--- config.mk ---
export PLATFORM = sky130hd
export DESIGN_NAME = vga_timing_gen
export DESIGN_NICKNAME = d
export VERILOG_FILES = /design/src/rtl/vga_timing_pkg.sv /design/src/rtl/vga_axis_counter.sv /design/src/rtl/vga_timing_gen.sv
export SDC_FILE = /design/constraint.sdc
export NUM_CORES = 1
export LEC_CHECK = 0
export ABC_AREA = 1
export BUFFER_PORTS_ARGS = -buffer_cell sky130_fd_sc_hd__buf_2
export CORE_MARGIN = 4
export CORE_UTILIZATION = 50
export DETAILED_ROUTE_END_ITERATION = 12
export PLACE_DENSITY_LB_ADDON = 0.2
export SETUP_SLACK_MARGIN = 0.4
export SYNTH_ARGS = -nofsm -noshare
export SYNTH_HDL_FRONTEND = slang
export SYNTH_HIERARCHICAL = 1
export SYNTH_SLANG_ARGS = --single-unit
--- constraint.sdc ---
create_clock -name clk -period 5.6 [get_ports clk]
set_input_delay 1.12 -clock clk [delete_from_list [all_inputs] [get_ports clk]]
set_output_delay 1.12 -clock clk [all_outputs]
set_load 0.05 [all_outputs]
--- src/rtl/vga_timing_pkg.sv ---
// Shared types and default 640x480@60 segment lengths for the raster timing generator.
package vga_timing_pkg;

  typedef enum logic [1:0] {
    ACTIVE = 2'd0,
    FRONT  = 2'd1,
    SYNC   = 2'd2,
    BACK   = 2'd3
  } phase_e;

  localparam int DEF_H_ACTIVE = 640;
  localparam int DEF_H_FRONT  = 16;
  localparam int DEF_H_SYNC   = 96;
  localparam int DEF_H_BACK   = 48;
  localparam int DEF_V_ACTIVE = 480;
  localparam int DEF_V_FRONT  = 10;
  localparam int DEF_V_SYNC   = 2;
  localparam int DEF_V_BACK   = 33;

  function automatic int axis_total(input int a, input int f, input int s, input int b);
    return a + f + s + b;
  endfunction

endpackage

--- src/rtl/vga_axis_counter.sv ---
// One raster axis: wrapping position counter with phase and sync registers that
// always reflect the decode of the registered count.
module vga_axis_counter
  import vga_timing_pkg::*;
#(
  parameter int ACTIVE = DEF_H_ACTIVE,
  parameter int FRONT  = DEF_H_FRONT,
  parameter int SYNC   = DEF_H_SYNC,
  parameter int BACK   = DEF_H_BACK,
  parameter bit POL    = 1'b0,
  parameter int CNT_W  = 10
) (
  input  logic             clk,
  input  logic             reset,
  input  logic             adv,
  output logic [CNT_W-1:0] count,
  output logic [1:0]       phase,
  output logic             sync,
  output logic             wrap
);

  localparam int TOTAL = axis_total(ACTIVE, FRONT, SYNC, BACK);

  if (ACTIVE < 1 || FRONT < 1 || SYNC < 1 || BACK < 1) begin : g_seg_chk
    $error("vga_axis_counter: every segment length must be at least 1");
  end
  if (longint'(TOTAL - 1) >= (longint'(1) << CNT_W)) begin : g_width_chk
    $error("vga_axis_counter: CNT_W too narrow for the axis total");
  end

  localparam logic [CNT_W-1:0] LAST  = CNT_W'(TOTAL - 1);
  localparam logic [CNT_W-1:0] A_END = CNT_W'(ACTIVE);
  localparam logic [CNT_W-1:0] F_END = CNT_W'(ACTIVE + FRONT);
  localparam logic [CNT_W-1:0] S_END = CNT_W'(ACTIVE + FRONT + SYNC);

  function automatic phase_e decode(input logic [CNT_W-1:0] c);
    if (c < A_END)      return vga_timing_pkg::ACTIVE;
    else if (c < F_END) return vga_timing_pkg::FRONT;
    else if (c < S_END) return vga_timing_pkg::SYNC;
    else                return vga_timing_pkg::BACK;
  endfunction

  logic [CNT_W-1:0] count_nxt;
  phase_e           phase_nxt;
  phase_e           phase_q;

  assign wrap = adv && (count == LAST);

  // Phase follows the decode of the next count so it can never disagree with it.
  always_comb begin
    count_nxt = wrap ? '0 : count + 1'b1;
    phase_nxt = decode(count_nxt);
  end

  always_ff @(posedge clk) begin
    if (reset) begin
      count   <= '0;
      phase_q <= vga_timing_pkg::ACTIVE;
      sync    <= ~POL;
    end else if (adv) begin
      count   <= count_nxt;
      phase_q <= phase_nxt;
      sync    <= (phase_nxt == vga_timing_pkg::SYNC) ? POL : ~POL;
    end
  end

  assign phase = phase_q;

endmodule

--- src/rtl/vga_timing_gen.sv ---
// Parametrised raster timing generator: horizontal/vertical counts, phases, syncs,
// registered video_on and combinational line/frame end strobes.
module vga_timing_gen
  import vga_timing_pkg::*;
#(
  parameter int H_ACTIVE  = DEF_H_ACTIVE,
  parameter int H_FRONT   = DEF_H_FRONT,
  parameter int H_SYNC    = DEF_H_SYNC,
  parameter int H_BACK    = DEF_H_BACK,
  parameter int V_ACTIVE  = DEF_V_ACTIVE,
  parameter int V_FRONT   = DEF_V_FRONT,
  parameter int V_SYNC    = DEF_V_SYNC,
  parameter int V_BACK    = DEF_V_BACK,
  parameter bit HSYNC_POL = 1'b0,
  parameter bit VSYNC_POL = 1'b0,
  parameter int CNT_W     = 10
) (
  input  logic             clk,
  input  logic             reset,
  input  logic             pix_en,
  output logic [CNT_W-1:0] x_count,
  output logic [CNT_W-1:0] y_count,
  output logic [1:0]       h_phase,
  output logic [1:0]       v_phase,
  output logic             hsync,
  output logic             vsync,
  output logic             video_on,
  output logic             line_end,
  output logic             frame_end
);

  localparam logic [CNT_W-1:0] H_ACT_LAST = CNT_W'(H_ACTIVE - 1);
  localparam logic [CNT_W-1:0] V_ACT_LAST = CNT_W'(V_ACTIVE - 1);

  logic h_wrap;
  logic v_wrap;
  logic h_act_nxt;
  logic v_act_nxt;

  vga_axis_counter #(
    .ACTIVE(H_ACTIVE), .FRONT(H_FRONT), .SYNC(H_SYNC), .BACK(H_BACK),
    .POL(HSYNC_POL), .CNT_W(CNT_W)
  ) u_h (
    .clk(clk), .reset(reset), .adv(pix_en),
    .count(x_count), .phase(h_phase), .sync(hsync), .wrap(h_wrap)
  );

  vga_axis_counter #(
    .ACTIVE(V_ACTIVE), .FRONT(V_FRONT), .SYNC(V_SYNC), .BACK(V_BACK),
    .POL(VSYNC_POL), .CNT_W(CNT_W)
  ) u_v (
    .clk(clk), .reset(reset), .adv(h_wrap),
    .count(y_count), .phase(v_phase), .sync(vsync), .wrap(v_wrap)
  );

  // Predict activity of the next position so video_on lands on the same edge as the counts.
  always_comb begin
    h_act_nxt = h_wrap || (x_count < H_ACT_LAST);
    v_act_nxt = (v_phase == ACTIVE);
    if (h_wrap) v_act_nxt = v_wrap || (y_count < V_ACT_LAST);
  end

  always_ff @(posedge clk) begin
    if (reset)       video_on <= 1'b1;
    else if (pix_en) video_on <= h_act_nxt && v_act_nxt;
  end

  assign line_end  = h_wrap;
  assign frame_end = v_wrap;

endmodule

==> flow_results.org, run 1 <==
** Place
- Final Wtd Congestion :: 0.948
- OpenSTA, run right after detailed placement, puts the worst setup slack at 1530 ps.
- After detailed placement, the design holds a cell count of 366.
- # port buffers :: 31
- Once detailed placement completed, the half-perimeter wirelength came to 3430 um.

** Logic synthesis
- Unique masters post-synth :: 30
- The number of nets handed over by synthesis was 299.
- The synthesized design spends more area on one cell type than any other, namely dfxtp_1.
- After synthesis, flip-flops and latches occupy 29.0% of the total area.
- Ranked by total cell area, the synthesized netlist is headed by dfxtp_1 29%, nand2_1 16%, inv_1 7.9%.
- Number of instances in the synthesized netlist :: 293
- Adder-cell share of the synthesized area :: 2.01%
- Of the total synthesized cell area, the portion taken by XOR and XNOR cells is 2.35%.
- By area, the combinational part of the netlist is dominated by simple AND/OR/NAND/NOR gates.
- Area share of the largest cell type after synthesis :: 29.0%
- A synthesized cell averages 6.36 sq um.
- Simple-gate share of the synthesized area :: 42.4%
- Cell area after synthesis :: 1860 sq um
- In this run, synthesis produced a sequential element count of 27.
- Mux share of post-synthesis cell area :: 0%
- Summing the areas of all compound-gate instances in the mapped netlist gives 13.8% of the synthesized area.
- Yosys warning count :: 6

** Setup path
- Among cell families on the critical path, the largest total delay comes from buffers and inverters.
- Worst Setup Path Type :: in2out
- Length in cells of the worst reg-to-reg path :: 16
- Critical path depth :: 11
- Critical-path cell list :: buf_2 -> inv_2 -> nor2_1 -> nand3_4 -> inv_1 -> buf_4 -> nand2_1 -> nor2_2 -> nand3_4 -> inv_1 -> buf_2
- The worst register-to-register path ends at u_v/phase[1]$_SDFFE_PP0P_.
- Setup slack on the worst flop-to-flop path :: 3090 ps
- Critical Path Fanout Max :: 29
- STA puts the critical path data required time at 4480 ps.
- In this run the worst setup path begins at pix_en.
- Crit path buffers/inverters :: 6
- Type of element launching the critical path :: primary input
- Maximum single-stage delay on the critical path :: 290 ps
- Data arrival, critical path :: 2940 ps
- Beginning of the worst register-to-register path :: u_h/count[1]$_SDFFE_PP0P_
- On the critical path, the stage with the largest delay is an instance of buf_2.
- STA classifies the critical path endpoint as a primary output.

** Clocking
- Post-CTS Setup Repair Bufs :: 0
- The clock drives 27 sinks.
- The tree is rooted in a clkbuf_8.
- In this run, CTS created clock tree buffers numbering 3.
- In this run the number of H-tree levels came out at 1.
- CTS max path bufs :: 2
- CTS resizes :: 0
- After clock tree synthesis, the flow added hold-fix buffers numbering 0.
- Clock latency on the worst-skew pair, taken at its later pin, is 270 ps.
- Clock-pin slew was measured on the worst setup and hold paths at 90 ps.
- TritonCTS built the clock tree.

** STA
- Setup violations remaining at the end of the flow were counted as 0.
- The number of slew-limit violations in the final report is 0.
- The count of final hold-check violations was 0.
- Minimum period implied by the final worst setup slack :: 4060 ps
- Adding up every negative setup slack in the final design gives 0 ps.
- Clock skew :: 10.1 ps
- Headroom to the max-slew limit came out at 76.7%.
- Least setup slack across all paths after layout :: 1540 ps
- Actual slew at the worst max-slew pin :: 349 ps
- Setup repair after global routing left no endpoint under its margin.
- The worst path uses 72.5% of the clock period.
- Static timing analysis puts the maximum clock frequency at 246 MHz.

** Die
- The die is 69.0 um wide.
- Die area :: 4770 sq um
- Initial core utilization :: 53.7%
- Core Box Area :: 3470 sq um
- 32 I/O pins were placed.
- Die Y-Extent :: 69.0 um
- Standard-cell row count :: 21

** Route
- The final layout contains routed wiring with a total length of 4390 um.
- In the routed layout, each cell is associated on average with a via count of 5.22.
- 1st-pass router iterations :: 5
- In the final routed layout, each cell accounts on average for 11.9 um.
- Initial DRC Count :: 156
- DRT antenna net count :: 0
- Post-route DRC violation count :: 0
- Vias after detailed routing :: 1933

** Global routing
- Total global routing overflow :: 0
- In the global route stage, overall resource usage came out at 18.4%.
- Number of global-route vias before repair :: 1732
- Wire length of the first global-routing pass :: 7600 um
- Entering global routing, the biggest net connects 30 pins.
- The initial antenna violation count is 0.

** Worst hold path
- Launch instance of the worst min-delay path :: u_h/phase[1]$_SDFFE_PP0P_
- Worst hold path stage count :: 2
- The path with the worst hold slack has its endpoint at u_h/phase[1]$_SDFFE_PP0P_.
- In this run the worst hold path is classified as reg2reg.

** Pwr
- Leakage power :: 0.000994 uW
- Worst voltage drop across the vdd grid :: 162 uV
- For this design the ratio of total power to cell area is 176 nW/um^2.
- Overall power consumption after layout is estimated at 369 uW.

** Layout
- In the final design database the tool counted 331 nets.
- The library cell used most frequently in the layout, excluding fill and tap cells, is nand2_1.
- Cells fill 60.5% of the core in the end.
- The repair_antennas step left the layout with diodes totalling 0.
- Final std cells w/o fill :: 370
- Most used cells in the layout excluding fill and tap cells :: 80 x nand2_1, 39 x inv_1, 31 x buf_2, 27 x dfxtp_1
- Layout overhead on the synthesized area :: 12.6%
- In the final layout, the share of cells above drive strength 1 is 21.0%.

** Job
- Max-cap violations in this run came to 0.

** Run status
- Status :: complete, no violations
==> power by group <==
part           internal (uW)  leakage (uW)  switching, uW
clock                   51.0     0.0000228           61.2
sequential               197      0.000220           7.62
combinational           12.7      0.000751           38.9
==> through the flow <==
stage	instance area [sq um]	hold slack, ps
after floorplan	1860	679
after global placement	2050	449
after detailed placement	2050	452
after CTS	2100	478
after global routing	2100	497
final	2100	474
==> tightest hold or removal path: stages (launching register included) <==
cell,delay [ps]
dfxtp_1,320
nand2_1,60
a21oi_1,60
==> area by class of cell <==
type | instances | area, sq um
multi-input cells | 217 | 1130
well taps | 46 | 57.6
fillers | 351 | 1370
inverters | 44 | 165
repair buffers | 32 | 163
clock buffers | 4 | 45.0
flip-flops and latches | 27 | 541
==> worst max path at each step <==
| stage | endpoint | slack, ps |
|---|---|---|
| global placement | frame_end | 1590 |
| detailed placement | frame_end | 1530 |
| CTS | frame_end | 1540 |
| floorplan | frame_end | 1690 |
| finish | frame_end | 1540 |
| global route | frame_end | 1280 |
==> flip-flops by register name, indices dropped and copies added, names as in the netlist <==
| signal | count |
|---|---|
| u_h/count | 10 |
| u_h/phase | 2 |
| u_h/sync | 1 |
| u_v/count | 10 |
| u_v/phase | 2 |
| u_v/sync | 1 |
| video_on | 1 |
==> metal layers <==
metal,share of wire (%),vias up,wire (um),track usage [%]
li1,-,1002,-,-
met1,44,878,1930,22.2
met2,50,47,2170,33.4
met3,5.4,6,236,3.78
met4,1.1,0,50,3.90
met5,0,-,0,0
==> synth_stat cells <==
library cell and n:
nand2_1 80, inv_1 39, dfxtp_1 27, nand3_1 24
nor2_1 24, a21oi_1 20, o21ai_0 18, nand2_2 8
nor2_2 6, inv_2 5, nand4_1 5, xor2_1 4
a21oi_2 3, buf_4 3, ha_1 3, nand3_2 3
nand3_4 3, nor2_4 3, nand3b_1 2, o21ai_1 2
o21bai_1 2, a211oi_1 1, and3_1 1, buf_1 1
clkbuf_1 1, nand2_4 1, nor3_1 1, o31ai_1 1
or2_2 1, xnor2_1 1
==> cells by family (layout without fill, tap and decap cells) <==
family | count (synthesis) | after routing
AO/OA/AOI/OAI | 47 | 47
XOR/XNOR | 5 | 5
adder cells (fa/ha/maj) | 3 | 3
buffers and inverters | 49 | 80
flip-flops | 27 | 27
AND/OR/NAND/NOR | 162 | 162
No activity file was read; power rests on OpenSTA's default activity.
==> inputs of run 2 (changes only) <==
==> constraint.sdc (replaced) <==
create_clock -name clk -period 4.21 [get_ports clk]
set_input_delay 0.842 -clock clk [delete_from_list [all_inputs] [get_ports clk]]
set_output_delay 0.842 -clock clk [all_outputs]
set_load 0.05 [all_outputs]
==> run 2 against run 1 <==
  * Clock skew decreased by 7.9 ps
  * Sequential share of layout area about the same
  * Die area unchanged
  * Clock power increased by 37%
  * Total power increased by 34%
  * Largest power group unchanged
  * Core utilization about the same
  * Combinational power increased by 33%
  * Highest routed layer unchanged
  * First-iteration DRC count increased by 29%
  * Worst setup slack got worse by 530 ps
  * Flip-flop and latch count unchanged
  * Clock-buffer cell count decreased by 1
  * Sequential power increased by 33%
==> flow_results.org, run 2 (synthesis gave the netlist of run 1 again) <==
** Clocking
- The number of buffers added by the clock tree synthesis step is 3 (unchanged).
- Hold buffer count at CTS :: 0 (unchanged)
- TritonCTS built the clock tree.
- CTS sink cnt :: 27 (unchanged)
- CTS max path bufs :: 2 (unchanged)
- The total number of H-tree levels came to 1 (unchanged).
- CTS resizes :: 0 (unchanged)
- Later-pin clock latency in the skew report :: 280 ps (about the same)
- CTS clock-pin slew for the worst setup and hold paths :: 100 ps (about the same)
- The root buffer cell chosen for the clock tree is clkbuf_8.
- The number of setup buffers added after CTS is 0 (unchanged).

** Setup path
- Slowest stage cell, crit path :: buf_2
- The largest fanout of any net on the critical path came to 21 (-28%).
- Critical-path cell list :: buf_2 -> inv_2 -> nor2_1 -> nand3_4 -> inv_1 -> nand2_1 -> nor2_2 -> nand3_4 -> inv_1 -> buf_2
- Critical path depth :: 10 (-1)
- The buffers plus inverters on the worst setup path came to 5 (-1).
- Length in cells of the worst reg-to-reg path :: 15 (-1)
- Type of element launching the critical path :: primary input
- The critical path is of the in2out type.
- The worst setup path is captured at a primary output.
- The data required time at the worst endpoint was 3370 ps (-1110 ps).
- The cell family contributing the most delay on the critical path is buffers and inverters.
- The endpoint arrival time on the critical path is 2360 ps (-580 ps).
- The worst stage delay on the critical path came to 300 ps (about the same).

** Place
- Half-perimeter wire length after placement :: 3280 um (-4.1%)
- The number of port buffers is 31 (unchanged).
- The last weighted congestion value of the routability-driven placer came to 0.988 (+4.2%).
- The placed cell area was 2050 sq um (unchanged).
- The worst setup slack after placement came to 1000 ps (-535 ps).

** Route
- 1st-pass router iterations :: 5 (unchanged)
- DRT antenna net count :: 0 (unchanged)
- The routed length per instance is 11.8 um (-0.32%).
- The final routed DRC violation total is 0 (unchanged).
- The per-cell via count in the routed design came to 5.21 (-0.26%).
- Initial DRC Count :: 202 (+29%)
- The number of vias in the routed layout came to 1928 (-0.26%).
- The detailed-route wire length was 4370 um (-0.32%).

** Global routing
- Wire length of the first global-routing pass :: 7290 um (-4.2%)
- Largest net degree at the start of global routing :: 29 (-3.3%)
- The number of global-route vias before repair came to 1695 (-2.1%).
- The global route total overflow is 0 (unchanged).
- The total global-route track usage is 18.1% (-0.32 points).
- The initial antenna violation count is 0 (unchanged).

** Layout
- The final instance area was 2100 sq um (about the same).
- Final design utilization :: 60.5% (about the same)
- Share of layout cells above drive strength 1 :: 21.3% (+0.31 points)
- The relative area change from synthesis to final layout is 12.7% (about the same).
- Net count, final :: 331 (unchanged)
- The number of inserted diodes was 0 (unchanged).
- Most used cells in the layout excluding fill and tap cells :: 80 x nand2_1, 39 x inv_1, 31 x buf_2, 27 x dfxtp_1
- Most common cell after layout, fill and taps aside :: nand2_1
- Leading registers by flop count :: u_h/count (10), u_v/count (10)

** Worst hold path
- In this run the worst hold path is classified as reg2reg.
- Worst hold path stage count :: 2 (unchanged)

** Pwr
- The switching power share of the total is 30.1% (+0.86 points).
- The part of the power in combinational logic was 13.9% (about the same).
- Leakage power :: 0.000997 uW (+0.27%)
- The design internal power came to 346 uW (+33%).
- Switching component of the power :: 149 uW (+38%)
- The total power per unit cell area is 235 nW/um^2 (+34%).
- The proportion of power drawn by flip-flops and latches came to 55.2% (-0.4 points).
- The fraction of power consumed by the clock network came to 31.0% (+0.5 points).
- Worst voltage drop across the vdd grid :: 183 uV (+13%)

** STA
- Clock skew :: 2.21 ps (-7.93 ps)
- Count of endpoints failing hold in the final timing report :: 0 (unchanged)
- The number of slew-limit violations in the final report was 0 (unchanged).
- Subtracting the final worst setup slack from the clock period gives 3210 ps.
- The count of endpoints failing setup in the final report was 0 (unchanged).
- The final-layout setup total negative slack came to 0 ps (unchanged).
- Slew Limit Headroom :: 75.6% (-1.1 points)
- The transition time at the pin with the least slew margin is 365 ps (+16.3 ps).
- Least setup slack across all paths after layout :: 1000 ps (-535 ps)
- The worst slack on hold paths came to 475 ps (+0.976 ps).
- Setup repair after global routing left no endpoint under its margin.
- Highest clock frequency the design can meet :: 312 MHz
- Share of the clock period used by the worst path :: 76.1%

** Die
- Standard-cell row count :: 21 (unchanged)
- Chip Width :: 69.0 um (unchanged)
- Top-Level Pins :: 32 (unchanged)
- The core area was 3470 sq um (unchanged).
- Die Y-Extent :: 69.0 um (unchanged)
- The starting density of the core came to 53.7% (unchanged).
- The floorplan die area is 4770 sq um (unchanged).

** Job
- Max_cap viols :: 0 (unchanged)

** Run status
- The flow ran to the end, and the final reports show no timing, DRC or antenna violations.
-- run 2: cell types whose count changed in the layout (fill, tap and decap cells not counted) --
cell and delta:
clkbuf_1 -1, clkinv_2 +1
-- run 2: final timing paths --
path	startpoint	to	slack, ps
max reg2reg	u_h/count[1]$_SDFFE_PP0P_	u_v/phase[1]$_SDFFE_PP0P_	2060
min reg2reg	video_on$_SDFFE_PP1P_	video_on$_SDFFE_PP1P_	470
min	video_on$_SDFFE_PP1P_	video_on$_SDFFE_PP1P_	470
max	pix_en	frame_end	1000
-- run 2: area by class of cell --
| type | instances | area (sq um) |
|---|---|---|
| Timing Repair Buffer | 32 | 163 |
| Clock buffer | 3 | 41.3 |
| Tap cell | 46 | 57.6 |
| Clock inverter | 1 | 5.00 |
| Inverter | 44 | 165 |
| Multi-Input combinational cell | 217 | 1130 |
| Fill cell | 341 | 1370 |
| Sequential cell | 27 | 541 |
-- run 2: routing by layer --
metal / global-route usage (%) / part of all wire (%)
met5: 0 / 0
met1: 21.6 / 45
met4: 8.03 / 2.6
met3: 3.92 / 5.9
met2: 30.8 / 47
-- run 2: power groups by stage --
| stage | Combinational [uW] | Sequential (uW) | Clock (uW) |
|---|---|---|---|
| after floorplan | 30.7 | 300 | 0 |
| after global placement | 67.5 | 278 | 0 |
| after detailed placement | 67.8 | 278 | 0 |
| after CTS | 68.1 | 273 | 156 |
| after global routing | 73.9 | 274 | 167 |
| final | 68.5 | 273 | 153 |
-- run 2: stage by stage --
stage | std cells | power, uW
5_1_grt | 370 | 515
2_1_floorplan | 293 | 331
6_report | 370 | 494
4_1_cts | 370 | 497
3_5_place_dp | 366 | 346
3_3_place_gp | 366 | 346
-- run 2: tightest hold or removal path, delay by kind of cell, from the launching register on --
family | cells | cell delay [ps]
flops | 1 | 340
compound gates | 1 | 60
simple gates | 1 | 50
